[src/rtl/smartv_bus_pkg.sv]
// Shared types and constants for the SMART-V core-side data bus initiator.
// Holds the command size encoding, master FSM states and alignment check.
package smartv_bus_pkg;

    localparam int unsigned DATA_W = 32;

    typedef enum logic [1:0] {SZ_BYTE, SZ_HALF, SZ_WORD} size_e;

    typedef enum logic [1:0] {IDLE, REQ, WAIT, RESP} dbm_state_e;

    // Flags commands that must never reach the bus: misaligned or size 3.
    function automatic logic cmd_error(input logic [1:0] size, input logic [1:0] addr_lo);
        logic err;
        err = 1'b1;
        case (size)
            SZ_BYTE: err = 1'b0;
            SZ_HALF: err = addr_lo[0];
            SZ_WORD: err = |addr_lo;
            default: err = 1'b1;
        endcase
        return err;
    endfunction

endpackage

[src/rtl/dbm_lane_align.sv]
// Byte-lane steering for the data bus master: byte enables and replicated
// write data from address/size, and read data extraction with extension.
module dbm_lane_align
    import smartv_bus_pkg::*;
(
    input  logic [1:0]        addr_lo_i,
    input  logic [1:0]        size_i,
    input  logic              signed_i,
    input  logic [DATA_W-1:0] wdata_i,
    input  logic [DATA_W-1:0] rdata_i,
    output logic [3:0]        be_o,
    output logic [DATA_W-1:0] wdata_o,
    output logic [DATA_W-1:0] rdata_o
);

    logic [DATA_W-1:0] shifted;

    always_comb begin
        be_o    = '0;
        wdata_o = '0;
        rdata_o = '0;
        shifted = rdata_i >> {addr_lo_i, 3'b000};
        case (size_i)
            SZ_BYTE: begin
                be_o    = 4'b0001 << addr_lo_i;
                wdata_o = {4{wdata_i[7:0]}};
                rdata_o = {{24{signed_i & shifted[7]}}, shifted[7:0]};
            end
            SZ_HALF: begin
                be_o    = 4'b0011 << addr_lo_i;
                wdata_o = {2{wdata_i[15:0]}};
                rdata_o = {{16{signed_i & shifted[15]}}, shifted[15:0]};
            end
            SZ_WORD: begin
                be_o    = 4'hF;
                wdata_o = wdata_i;
                rdata_o = shifted;
            end
            default: ;
        endcase
    end

endmodule

[src/rtl/data_bus_master.sv]
// Single-outstanding initiator for the req/gnt/rvalid data bus.
// Optional request/response timeout is enabled by defining DBM_TIMEOUT_EN.
module data_bus_master
    import smartv_bus_pkg::*;
#(
    parameter int unsigned TIMEOUT_CYCLES = 256
) (
    input  logic              clk_i,
    input  logic              rst_i,
    input  logic              cmd_valid_i,
    output logic              cmd_ready_o,
    input  logic [DATA_W-1:0] cmd_addr_i,
    input  logic              cmd_we_i,
    input  logic [1:0]        cmd_size_i,
    input  logic              cmd_signed_i,
    input  logic [DATA_W-1:0] cmd_wdata_i,
    output logic              rsp_valid_o,
    input  logic              rsp_ready_i,
    output logic [DATA_W-1:0] rsp_rdata_o,
    output logic              rsp_err_o,
    output logic              data_req_o,
    input  logic              data_gnt_i,
    output logic [DATA_W-1:0] data_addr_o,
    output logic              data_we_o,
    output logic [3:0]        data_be_o,
    output logic [DATA_W-1:0] data_wdata_o,
    input  logic              data_rvalid_i,
    input  logic [DATA_W-1:0] data_rdata_i
);

    dbm_state_e        state_q, state_d;
    logic [DATA_W-1:0] addr_q;
    logic              we_q;
    logic [1:0]        size_q;
    logic              signed_q;
    logic [DATA_W-1:0] wdata_q;
    logic [DATA_W-1:0] rdata_q;
    logic              err_q;

    logic              accept;
    logic              capture;
    logic              abort;
    logic              timeout_hit;

    logic [3:0]        align_be;
    logic [DATA_W-1:0] align_wdata;
    logic [DATA_W-1:0] align_rdata;

    dbm_lane_align u_align (
        .addr_lo_i (addr_q[1:0]),
        .size_i    (size_q),
        .signed_i  (signed_q),
        .wdata_i   (wdata_q),
        .rdata_i   (data_rdata_i),
        .be_o      (align_be),
        .wdata_o   (align_wdata),
        .rdata_o   (align_rdata)
    );

`ifdef DBM_TIMEOUT_EN
    localparam int unsigned CntW =
        ($clog2(TIMEOUT_CYCLES) > 8) ? $clog2(TIMEOUT_CYCLES) : 8;

    logic [CntW-1:0] cnt_q;

    always_ff @(posedge clk_i) begin
        if (rst_i) begin
            cnt_q <= '0;
        end else if (accept) begin
            cnt_q <= '0;
        end else if (state_q == REQ || state_q == WAIT) begin
            cnt_q <= cnt_q + 1'b1;
        end
    end

    // Count is 0 in the first REQ cycle, so the abort edge is at TIMEOUT_CYCLES-1.
    assign timeout_hit = (state_q == REQ || state_q == WAIT) &&
                         (cnt_q == CntW'(TIMEOUT_CYCLES - 1));
`else
    logic unused_timeout;
    assign unused_timeout = ^TIMEOUT_CYCLES;
    assign timeout_hit    = 1'b0;
`endif

    always_comb begin
        state_d     = state_q;
        accept      = 1'b0;
        capture     = 1'b0;
        abort       = 1'b0;
        cmd_ready_o = 1'b0;
        data_req_o  = 1'b0;
        rsp_valid_o = 1'b0;
        unique case (state_q)
            IDLE: begin
                cmd_ready_o = 1'b1;
                if (cmd_valid_i) begin
                    accept  = 1'b1;
                    state_d = cmd_error(cmd_size_i, cmd_addr_i[1:0]) ? RESP : REQ;
                end
            end
            REQ: begin
                data_req_o = 1'b1;
                if (timeout_hit) begin
                    abort   = 1'b1;
                    state_d = RESP;
                end else if (data_gnt_i) begin
                    state_d = WAIT;
                end
            end
            WAIT: begin
                if (timeout_hit) begin
                    abort   = 1'b1;
                    state_d = RESP;
                end else if (data_rvalid_i) begin
                    capture = 1'b1;
                    state_d = RESP;
                end
            end
            RESP: begin
                rsp_valid_o = 1'b1;
                if (rsp_ready_i) begin
                    state_d = IDLE;
                end
            end
            default: state_d = IDLE;
        endcase
    end

    always_ff @(posedge clk_i) begin
        if (rst_i) begin
            state_q  <= IDLE;
            addr_q   <= '0;
            we_q     <= 1'b0;
            size_q   <= 2'b00;
            signed_q <= 1'b0;
            wdata_q  <= '0;
            rdata_q  <= '0;
            err_q    <= 1'b0;
        end else begin
            state_q <= state_d;
            if (accept) begin
                addr_q   <= cmd_addr_i;
                we_q     <= cmd_we_i;
                size_q   <= cmd_size_i;
                signed_q <= cmd_signed_i;
                wdata_q  <= cmd_wdata_i;
                rdata_q  <= '0;
                err_q    <= cmd_error(cmd_size_i, cmd_addr_i[1:0]);
            end
            if (capture) begin
                rdata_q <= we_q ? '0 : align_rdata;
            end
            if (abort) begin
                rdata_q <= '0;
                err_q   <= 1'b1;
            end
        end
    end

    // Bus and response outputs are forced to zero outside their active state.
    assign data_addr_o  = data_req_o ? {addr_q[DATA_W-1:2], 2'b00} : '0;
    assign data_we_o    = data_req_o & we_q;
    assign data_be_o    = data_req_o ? align_be : 4'b0000;
    assign data_wdata_o = data_req_o ? align_wdata : '0;
    assign rsp_rdata_o  = rsp_valid_o ? rdata_q : '0;
    assign rsp_err_o    = rsp_valid_o & err_q;

endmodule

[config.mk]
export PLATFORM = sky130hd
export DESIGN_NAME = data_bus_master
export DESIGN_NICKNAME = d
export VERILOG_FILES = /design/src/rtl/smartv_bus_pkg.sv /design/src/rtl/dbm_lane_align.sv /design/src/rtl/data_bus_master.sv
export SDC_FILE = /design/constraint.sdc
export NUM_CORES = 1
export LEC_CHECK = 0
export CAP_MARGIN = 20
export CORE_MARGIN = 2
export CORE_UTILIZATION = 55
export CTS_BUF_LIST = sky130_fd_sc_hd__clkbuf_8
export DETAILED_ROUTE_END_ITERATION = 16
export DONT_BUFFER_PORTS = 1
export PLACE_DENSITY = 0.7
export SLEW_MARGIN = 20
export SYNTH_ARGS = -nofsm -noshare
export SYNTH_HDL_FRONTEND = slang
export SYNTH_HIERARCHICAL = 1
export SYNTH_SLANG_ARGS = --single-unit
export TNS_END_PERCENT = 30
[constraint.sdc]
create_clock -name clk_i -period 2.4 [get_ports clk_i]
set_input_delay 0.24 -clock clk_i [delete_from_list [all_inputs] [get_ports clk_i]]
set_output_delay 0.24 -clock clk_i [all_outputs]
set_load 0.005 [all_outputs]
==> metrics.cfg, run 1 <==
[outcome]
status = completed

[synth]
yosys_warnings = 6
synth_area_leaders = dfxtp_1 (37%), and2_1 (12%), nand2_1 (11%)
synth_top_area_share_pct = 37.4
synthesis.area_um2 = 5520
netlist_instances = 733
synth_edf_count = 0
ys_seq_area_share_pct = 37.4
synth_common_cells = nand2_1 (165), dfxtp_1 (103), and2_1 (102)
synthArstFlopShare_pct = 0
synth_ff_type = dfxtp_1
synth_seq_cells = 103
syn_avg_cell_area_um2 = 7.52
synth_top_cell_by_area = dfxtp_1
yosysMostFrequentCell = nand2_1
ys_types = 40

[clocking]
clock-sinks = 103
cts_tree = built
cts-root-buf = clkbuf_8
cts_buffers = 9
insertion_delay_ns = 0.36
clock_path_buffers = 2
htree_num_levels = 3
clkTransAtPathRegs_ns = 0.09
post_cts.repair.setup_buffers = 0

[critical_path]
path_cells = inv_1, ha_1, and2_2, buf_6, nand2_1, a21oi_1, dlygate4sd3_1
crit_fanout = 42
critPathCaptureType = flop
cp_slowest_cell = dlygate4sd3_1
worstSetupStartpointType = flop
rr_worst_depth = 7
critPathRequiredTime_ns = 2.70
r2r_slack_ns = 0.21
arrival_ns = 2.49
critPathMaxStageDelay_ns = 0.55
r2r_start = state_q[1]$_SDFFE_PP0P_
timing.rr.end = addr_q[16]$_SDFFE_PP0P_
path_class = reg -> reg

[pwr]
p_per_area_nw_per_um2 = 831
p_leak_nw = 2.44
peakVddDrop_v = 0.000445

[sta]
slew_headroom_pct = 60.0
fin_worst_skew_ns = 0.00414
setup_viol = 0
fmax_mhz = 457
period_share_pct = 91.1
finalMaxSlewViolations = 0
worstMarginPinSlew_ns = 0.598
worst_slack_ns = 0.214
rsz0062_at_grt = false
layout_min_cycle_time_ns = 2.19
finalHoldViolations = 0
tns_ns = 0

[grt]
overflow = 0
antenna_found_initial = 0
grt_pass1_vias = 4860
grt_max_degree = 104
track_usage_pct = 26.4
grt_pass1_wl_um = 23700

[routing]
route.vias.total = 5015
ant_nets = 0
drt_iter0_markers = 274
wl_per_cell_um = 16.7
drc = 0
dr.pass1.iters = 7
vias_per_cell = 5.76
drt-total-wl_um = 14500

[place]
dp_slack_ns = 0.383
gp_congestion = 0.858
hpwl_um = 9880
io_buffers = 0

[min_path]
hp-start = cmd_wdata_i[20]
hold_end = wdata_q[20]$_SDFFE_PP0P_
hp-class = in -> reg
min_path_cells = 2

[final_layout]
drive_gt1_share_pct = 6.65
antenna_cells = 0
multi_input_area_um2 = 3120
register_area_um2 = 2060
area_growth_pct = 10.8
n_fill_cell = 910
nets = 844

[flow_run]
maxCapViolCount = 0

[floorplan]
die_w_um = 104
core-area_um2 = 9770
dieArea_um2 = 10800
start_util_pct = 56.4
ioPinCount = 211
die_h_um = 104
num_rows = 36

==> how the worst max path moves through the flow <==
stage / from / to / slack, ns / cells after the start
2_1_floorplan: addr_q[0]$_SDFFE_PP0P_ / rdata_q[23]$_SDFFE_PP0P_ / 0.60 / 7
3_3_place_gp: state_q[0]$_SDFFE_PP0P_ / rdata_q[22]$_SDFFE_PP0P_ / 0.47 / 5
3_5_place_dp: state_q[0]$_SDFFE_PP0P_ / rdata_q[16]$_SDFFE_PP0P_ / 0.38 / 5
4_1_cts: state_q[1]$_SDFFE_PP0P_ / addr_q[16]$_SDFFE_PP0P_ / 0.06 / 7
5_1_grt: state_q[1]$_SDFFE_PP0P_ / addr_q[16]$_SDFFE_PP0P_ / 0.01 / 7
6_report: state_q[1]$_SDFFE_PP0P_ / addr_q[16]$_SDFFE_PP0P_ / 0.21 / 7
==> worst max-delay path, delay by kind of cell, from the launching register on <==
kind            cells  cell delay, ns
buf+inv             3            0.93
fa+ha+maj           1            0.38
simple gates        2            0.33
flops               1            0.35
compound gates      1            0.12
==> registers in the layout, summed over array words and instances (netlist names) <==
name,cells
rdata_q,32
state_q,2
size_q,2
we_q,1
err_q,1
wdata_q,32
addr_q,32
signed_q,1
==> per-stage QoR <==
step                      hold slack, ns  power, mW  area, µm²  instances  util, %
after global routing            0.000564       5.44       6110        870     62.5
after floorplan                    0.376       3.57       5520        734        -
after global placement             0.315       3.91       5570        823     57.0
after detailed placement           0.317       3.97       5570        823     57.0
final                             0.0127       5.08       6110        870     62.5
after CTS                       0.000181       5.09       6100        870     62.4
==> layout by cell type (no fill, tap or decap), drive strengths merged, types with 2 or more instances in the layout <==
cell type    instances
a41oi                2
a21o                17
nand3b               3
ha                   4
nor3b                2
a211oi              16
inv                 15
nand4b               2
nand3                2
mux2i               16
a311oi               2
dfxtp              103
nand2              165
mux2                10
a221o                8
o21ai               17
and2               102
buf                 20
dlygate4sd3         32
nor2b                7
nand2b               8
a22oi               33
clkbuf              10
conb                 2
a21oi               73
nor2                55
==> layout make-up <==
cell class	count	share of cell area, %
Clock buffer	10	2.25
Sequential cell	103	33.8
Clock inverter	4	0.676
Multi-Input combinational cell	556	51.1
Timing Repair Buffer	52	8.70
Tap cell	133	2.72
Inverter	12	0.737
==> report_power, final <==
part / internal (mW) / total, mW / switching (mW)
Clock: 0.490 / 1.05 / 0.558
Sequential: 1.94 / 2.10 / 0.157
Combinational: 0.730 / 1.93 / 1.20
==> layer usage <==
| metal | track usage (%) | vias to the layer above | wire length [µm] |
|---|---|---|---|
| met1 | 31.8 | 2327 | 5890 |
| met5 | 0 | - | 0 |
| met2 | 45.9 | 233 | 7140 |
| met3 | 5.70 | 30 | 1150 |
| li1 | - | 2425 | - |
| met4 | 10.6 | 0 | 336 |
==> cell families (layout without fill, tap and decap cells) <==
| kind of cell | after synthesis | count (layout) | synth area share [%] |
|---|---|---|---|
| AO/OA/AOI/OAI | 172 | 172 | 20.0 |
| XOR/XNOR | 1 | 1 | 0.159 |
| multiplexers | 26 | 26 | 5.08 |
| AND/OR/NAND/NOR | 351 | 351 | 30.1 |
| flip-flops | 103 | 103 | 37.4 |
| buffers and inverters | 75 | 78 | 6.31 |
| adder cells (fa/ha/maj) | 4 | 4 | 0.907 |
| other | 1 | 2 | 0.0680 |
==> repair_timing <==
item,4_1_cts,5_1_grt
hold buffers,33,0
gates resized for setup,0,3
setup endpoints to repair,0,3
endpoints found under the hold margin,103,0
No activity file was read; power rests on OpenSTA's default activity.
==> run 2: changes to the inputs <==
- clock period: 2.4 -> 2.1 ns (I/O delays scaled with it)
==> run 2 against run 1 <==
  * The run now ends with hold timing left
  * Wire length decreased by 0.19%
  * Cell count decreased by 2.8%
  * Register-to-register slack got worse by 0.12 ns
  * Critical endpoint is now state_q[1]$_SDFFE_PP0P_
  * Highest routed layer unchanged
  * Via count decreased by 2.8%
  * Sequential share of layout area increased by 1.4 points
  * Power increased by 17%
  * Core utilization decreased by 2.4 points
  * First-iteration DRC count decreased by 13%
==> metrics.cfg, run 2 (synthesized netlist as in run 1, its figures left out) <==
[grt]
grt_max_degree = 104  ; unchanged
track_usage_pct = 25.6  ; -0.85 points
grt_pass1_vias = 4480  ; -7.8%
antenna_found_initial = 0  ; unchanged
overflow = 0  ; unchanged
grt_pass1_wl_um = 22600  ; -4.8%

[final_layout]
nets = 818  ; -3.1%
area_growth_pct = 6.47
mostFrequentLayoutCell = nand2_1
stdcell_count = 846  ; -2.8%
largestRegisters = addr_q (32), rdata_q (32), wdata_q (32)
antenna_cells = 0  ; unchanged
layout_common_cells = nand2_1 (164), and2_1 (101), dfxtp_1 (101), a21oi_1 (73), nor2_1 (55)
drive_gt1_share_pct = 8.13  ; +1.5 points

[floorplan]
num_rows = 36  ; unchanged
core-area_um2 = 9770  ; unchanged
die_w_um = 104  ; unchanged
ioPinCount = 211  ; unchanged
start_util_pct = 56.4  ; unchanged
dieArea_um2 = 10800  ; unchanged
die_h_um = 104  ; unchanged

[min_path]
hp-class = in -> reg
min_path_cells = 1  ; -1

[sta]
fmax_mhz = 499  ; +9.1%
whs_ns = -0.105  ; -0.117 ns
fin_worst_skew_ns = 0.00672  ; +0.00258 ns
slew_headroom_pct = 43.5  ; -16 points
worst_slack_ns = 0.0960  ; -0.118 ns
worstMarginPinSlew_ns = 0.840  ; +0.242 ns
rsz0062_at_grt = false
finalMaxSlewViolations = 0  ; unchanged
setup_viol = 0  ; unchanged
layout_min_cycle_time_ns = 2.00  ; -0.182 ns
period_share_pct = 95.4  ; +4.3 points
finalHoldViolations = 68  ; +68
tns_ns = 0  ; unchanged

[place]
dp_slack_ns = 0.202  ; -0.182 ns
hpwl_um = 9780  ; -0.95%
io_buffers = 0  ; unchanged
placed_cells = 825  ; +0.24%
gp_congestion = 0.861  ; +0.41%

[critical_path]
path_cells = inv_1, ha_2, nand2b_1, and4_1, a311oi_1, dlygate4sd3_1
cp_slowest_cell = dlygate4sd3_1
critPathCaptureType = flop
rr_worst_depth = 6  ; -1
path_class = reg -> reg
critPathTopFamily = buffers and inverters
crit_buf_inv = 2  ; -1
worstSetupStartpointType = flop
arrival_ns = 2.32  ; -0.17 ns
critPathRequiredTime_ns = 2.42  ; -0.28 ns
crit_cells = 6  ; -1
critPathMaxStageDelay_ns = 0.58  ; +0.03 ns
crit_fanout = 8  ; -81%

[clocking]
insertion_delay_ns = 0.37  ; about the same
htree_num_levels = 3  ; unchanged
clkTransAtPathRegs_ns = 0.09  ; about the same
clock-sinks = 103  ; unchanged
hold_buffers = 2  ; -94%
cts-root-buf = clkbuf_8
cts_tree = built
clock_path_buffers = 2  ; unchanged
cts_buffers = 9  ; unchanged

[routing]
wl_per_cell_um = 17.1  ; +2.6%
drt-total-wl_um = 14500  ; -0.19%
drc = 0  ; unchanged
dr.pass1.iters = 5  ; -2
drt_iter0_markers = 239  ; -13%
wl_met3_um = 1240  ; +7.6%
vias_per_cell = 5.76  ; about the same
wl_met1_um = 5920  ; +0.56%
top_layer = met4
wl_met2_um = 7090  ; -0.60%
route.vias.total = 4877  ; -2.8%
ant_nets = 0  ; unchanged

[outcome]
violations = hold timing
status = complete, but fails checks

[pwr]
p_per_area_nw_per_um2 = 1010  ; +21%
p_leak_nw = 2.33  ; -4.3%
peakVddDrop_v = 0.000479  ; +7.6%

[flow_run]
maxCapViolCount = 0  ; unchanged

-- run 2: path summary, 6_finish.rpt --
| path | startpoint | to | slack [ns] |
|---|---|---|---|
| hold / removal | rst_i | addr_q[16]$_SDFFE_PP0P_ | -0.10 |
| setup / recovery | state_q[0]$_SDFFE_PP0P_ | state_q[1]$_SDFFE_PP0P_ | 0.1 |
| hold reg to reg | addr_q[16]$_SDFFE_PP0P_ | addr_q[16]$_SDFFE_PP0P_ | 0.45 |
| setup reg to reg | state_q[0]$_SDFFE_PP0P_ | state_q[1]$_SDFFE_PP0P_ | 0.1 |
-- run 2: cell type report --
cell class | instances | area, µm²
clock buffers | 10 | 138
clock inverters | 6 | 53.8
fillers | 937 | 3900
inverters | 12 | 45.0
multi-input cells | 556 | 3140
flip-flops and latches | 103 | 2070
well taps | 133 | 166
repair buffers | 26 | 264
-- run 2: stage by stage --
step | util [%] | area (µm²) | power [mW]
6_report | 60.1 | 5870 | 5.92
5_1_grt | 60.1 | 5870 | 6.34
4_1_cts | 59.2 | 5790 | 5.76
3_5_place_dp | 57.0 | 5570 | 4.51
3_3_place_gp | 57.0 | 5570 | 4.44
2_1_floorplan | - | 5520 | 4.08
-- run 2: where the power goes --
part / switching, mW / internal [mW]
logic: 1.39 / 0.902
clock network: 0.663 / 0.570
registers: 0.181 / 2.22
total: 2.23 / 3.69
-- run 2: per-layer routing --
layer	vias up	GRT usage, %
met5	-	0
met4	0	8.98
met3	15	6.95
met2	199	43.4
met1	2280	31.2
li1	2383	-
-- run 2: what timing repair did --
action	CTS	global route
buffers inserted	0	1
gates cloned	0	2
resized for setup	2	6
endpoints found under the setup margin	33	8
endpoints found under the hold margin	103	101
==> run 3: changes to the inputs <==
- clock period: 2.1 -> 2.5 ns (I/O delays scaled with it)
==> run 3 against run 2 <==
  * The run now ends clean
  * Critical path depth is the same
  * Via count decreased by 0.94%
  * Wire length is 5.7% lower
  * First-iteration DRC count is 30% higher
  * Setup slack gained 0.14 ns
  * Global-route usage is 0.84 points lower
==> metrics.cfg, run 3 (synthesized netlist as in run 1, its figures left out) <==
[final_layout]
multi_input_area_um2 = 3120  ; -0.60%
antenna_cells = 0  ; unchanged
register_area_um2 = 2060  ; -0.18%
n_fill_cell = 935  ; -0.21%
largestRegisters = addr_q (32), rdata_q (32), wdata_q (32)
stdcell_count = 837  ; -1.1%
layout_common_cells = nand2_1 (164), dfxtp_1 (102), and2_1 (101), a21oi_1 (73), nor2_1 (55)
drive_gt1_share_pct = 6.53  ; -1.6 points
area_growth_pct = 4.22
mostFrequentLayoutCell = nand2_1
nets = 810  ; -0.98%

[routing]
wl_met1_um = 5720  ; -3.3%
wl_met2_um = 6550  ; -7.7%
wl_per_cell_um = 16.3  ; -4.7%
dr.pass1.iters = 6  ; +1
route.vias.total = 4831  ; -0.94%
drt_iter0_markers = 311  ; +30%
vias_per_cell = 5.77  ; +0.12%
wl_met3_um = 1210  ; -2.3%
ant_nets = 0  ; unchanged
drc = 0  ; unchanged
drt-total-wl_um = 13700  ; -5.7%
top_layer = met4

[sta]
worstMarginPinSlew_ns = 0.878  ; +0.0375 ns
slew_headroom_pct = 41.0  ; -2.5 points
rsz0062_at_grt = false
layout_min_cycle_time_ns = 2.27  ; +0.264 ns
setup_viol = 0  ; unchanged
fmax_mhz = 441  ; -12%
period_share_pct = 90.7  ; -4.7 points
finalMaxSlewViolations = 0  ; unchanged
tns_ns = 0  ; unchanged
finalHoldViolations = 0  ; -100%
worst_slack_ns = 0.232  ; +0.136 ns
fin_worst_skew_ns = 0.00707  ; +0.000351 ns

[critical_path]
worstSetupStartpointType = flop
arrival_ns = 2.51  ; +0.19 ns
cp_slowest_cell = o211ai_2
critPathCaptureType = flop
path_cells = mux2_1, mux2_4, o211ai_2, o21ai_0, a22oi_1, nor2_1
rr_worst_depth = 6  ; unchanged
critPathMaxStageDelay_ns = 0.56  ; -0.02 ns
critPathRequiredTime_ns = 2.74  ; +0.32 ns
path_class = reg -> reg
crit_fanout = 16  ; +8

[clocking]
cts_tree = built
clock_path_buffers = 2  ; unchanged
htree_num_levels = 3  ; unchanged
clkTransAtPathRegs_ns = 0.09  ; about the same
clock-sinks = 103  ; unchanged
insertion_delay_ns = 0.36  ; about the same
cts-root-buf = clkbuf_8
post_cts.repair.setup_buffers = 0  ; unchanged
cts_buffers = 9  ; unchanged

[place]
dp_slack_ns = 0.270  ; +0.0680 ns
placed_cells = 818  ; -0.85%
io_buffers = 0  ; unchanged
gp_congestion = 0.877  ; +1.9%
hpwl_um = 9600  ; -1.8%

[grt]
antenna_found_initial = 0  ; unchanged
grt_pass1_vias = 4449  ; -0.69%
grt_pass1_wl_um = 22100  ; -2.0%
overflow = 0  ; unchanged
grt_max_degree = 104  ; unchanged
track_usage_pct = 24.7  ; -0.84 points

[floorplan]
num_rows = 36  ; unchanged
dieArea_um2 = 10800  ; unchanged
core-area_um2 = 9770  ; unchanged
die_w_um = 104  ; unchanged
start_util_pct = 56.4  ; unchanged
ioPinCount = 211  ; unchanged
die_h_um = 104  ; unchanged

[min_path]
min_path_cells = 2  ; +1
hp-class = in -> reg

[outcome]
status = completed

[pwr]
p_per_area_nw_per_um2 = 819  ; -19%
peakVddDrop_v = 0.000478  ; -0.36%
p_leak_nw = 2.27  ; -2.6%

[flow_run]
maxCapViolCount = 0  ; unchanged

[run 3: critical path, delay by kind of cell, from the launching register on]
kind,cells,cell delay [ns]
and+or+nand+nor,1,0.05
DFF,1,0.45
AOI/OAI and AO/OA,3,1.02
muxes,2,0.64
[run 3: final timing paths]
check | from | to | slack (ns)
setup reg to reg | addr_q[0]$_SDFFE_PP0P_ | rdata_q[21]$_SDFFE_PP0P_ | 0.23
hold / removal | cmd_size_i[1] | size_q[1]$_SDFFE_PP0P_ | 0.02
setup / recovery | addr_q[0]$_SDFFE_PP0P_ | rdata_q[21]$_SDFFE_PP0P_ | 0.23
hold reg to reg | addr_q[8]$_SDFFE_PP0P_ | addr_q[8]$_SDFFE_PP0P_ | 0.45
[run 3: area by class of cell]
cell class / count / area share [%]
multi-input combinational: 556 / 54.3
inverter: 12 / 0.784
tap: 133 / 2.90
clock buffer: 9 / 2.15
sequential: 103 / 35.9
clock inverter: 6 / 0.958
timing repair buffer: 18 / 3.05
[run 3: timing repair]
item | in CTS | in global routing
hold buffers | 4 | 0
gates resized for setup | 0 | 1
endpoints found under the setup margin | 0 | 1
hold endpoints to repair | 103 | 0
[run 3: where the power goes]
group          internal (mW)  switching, mW
Clock                  0.447          0.532
Sequential              1.87          0.155
Combinational          0.606           1.10
Total                   2.92           1.79
[run 3: routing by layer]
layer	up-vias	global-route usage (%)
li1	2373	-
met1	2227	32.0
met2	215	41.2
met3	16	5.70
met4	0	7.53
met5	-	0
[run 3: stage by stage]
step	total power, mW	hold WS [ns]	util, %	area (µm²)
after global routing	5.06	0.00189	58.8	5750
final	4.71	0.0152	58.8	5750
after detailed placement	3.75	0.327	56.4	5510
after global placement	3.68	0.325	56.4	5510
after CTS	4.75	0.000358	58.8	5750
after floorplan	3.43	0.386	-	5520
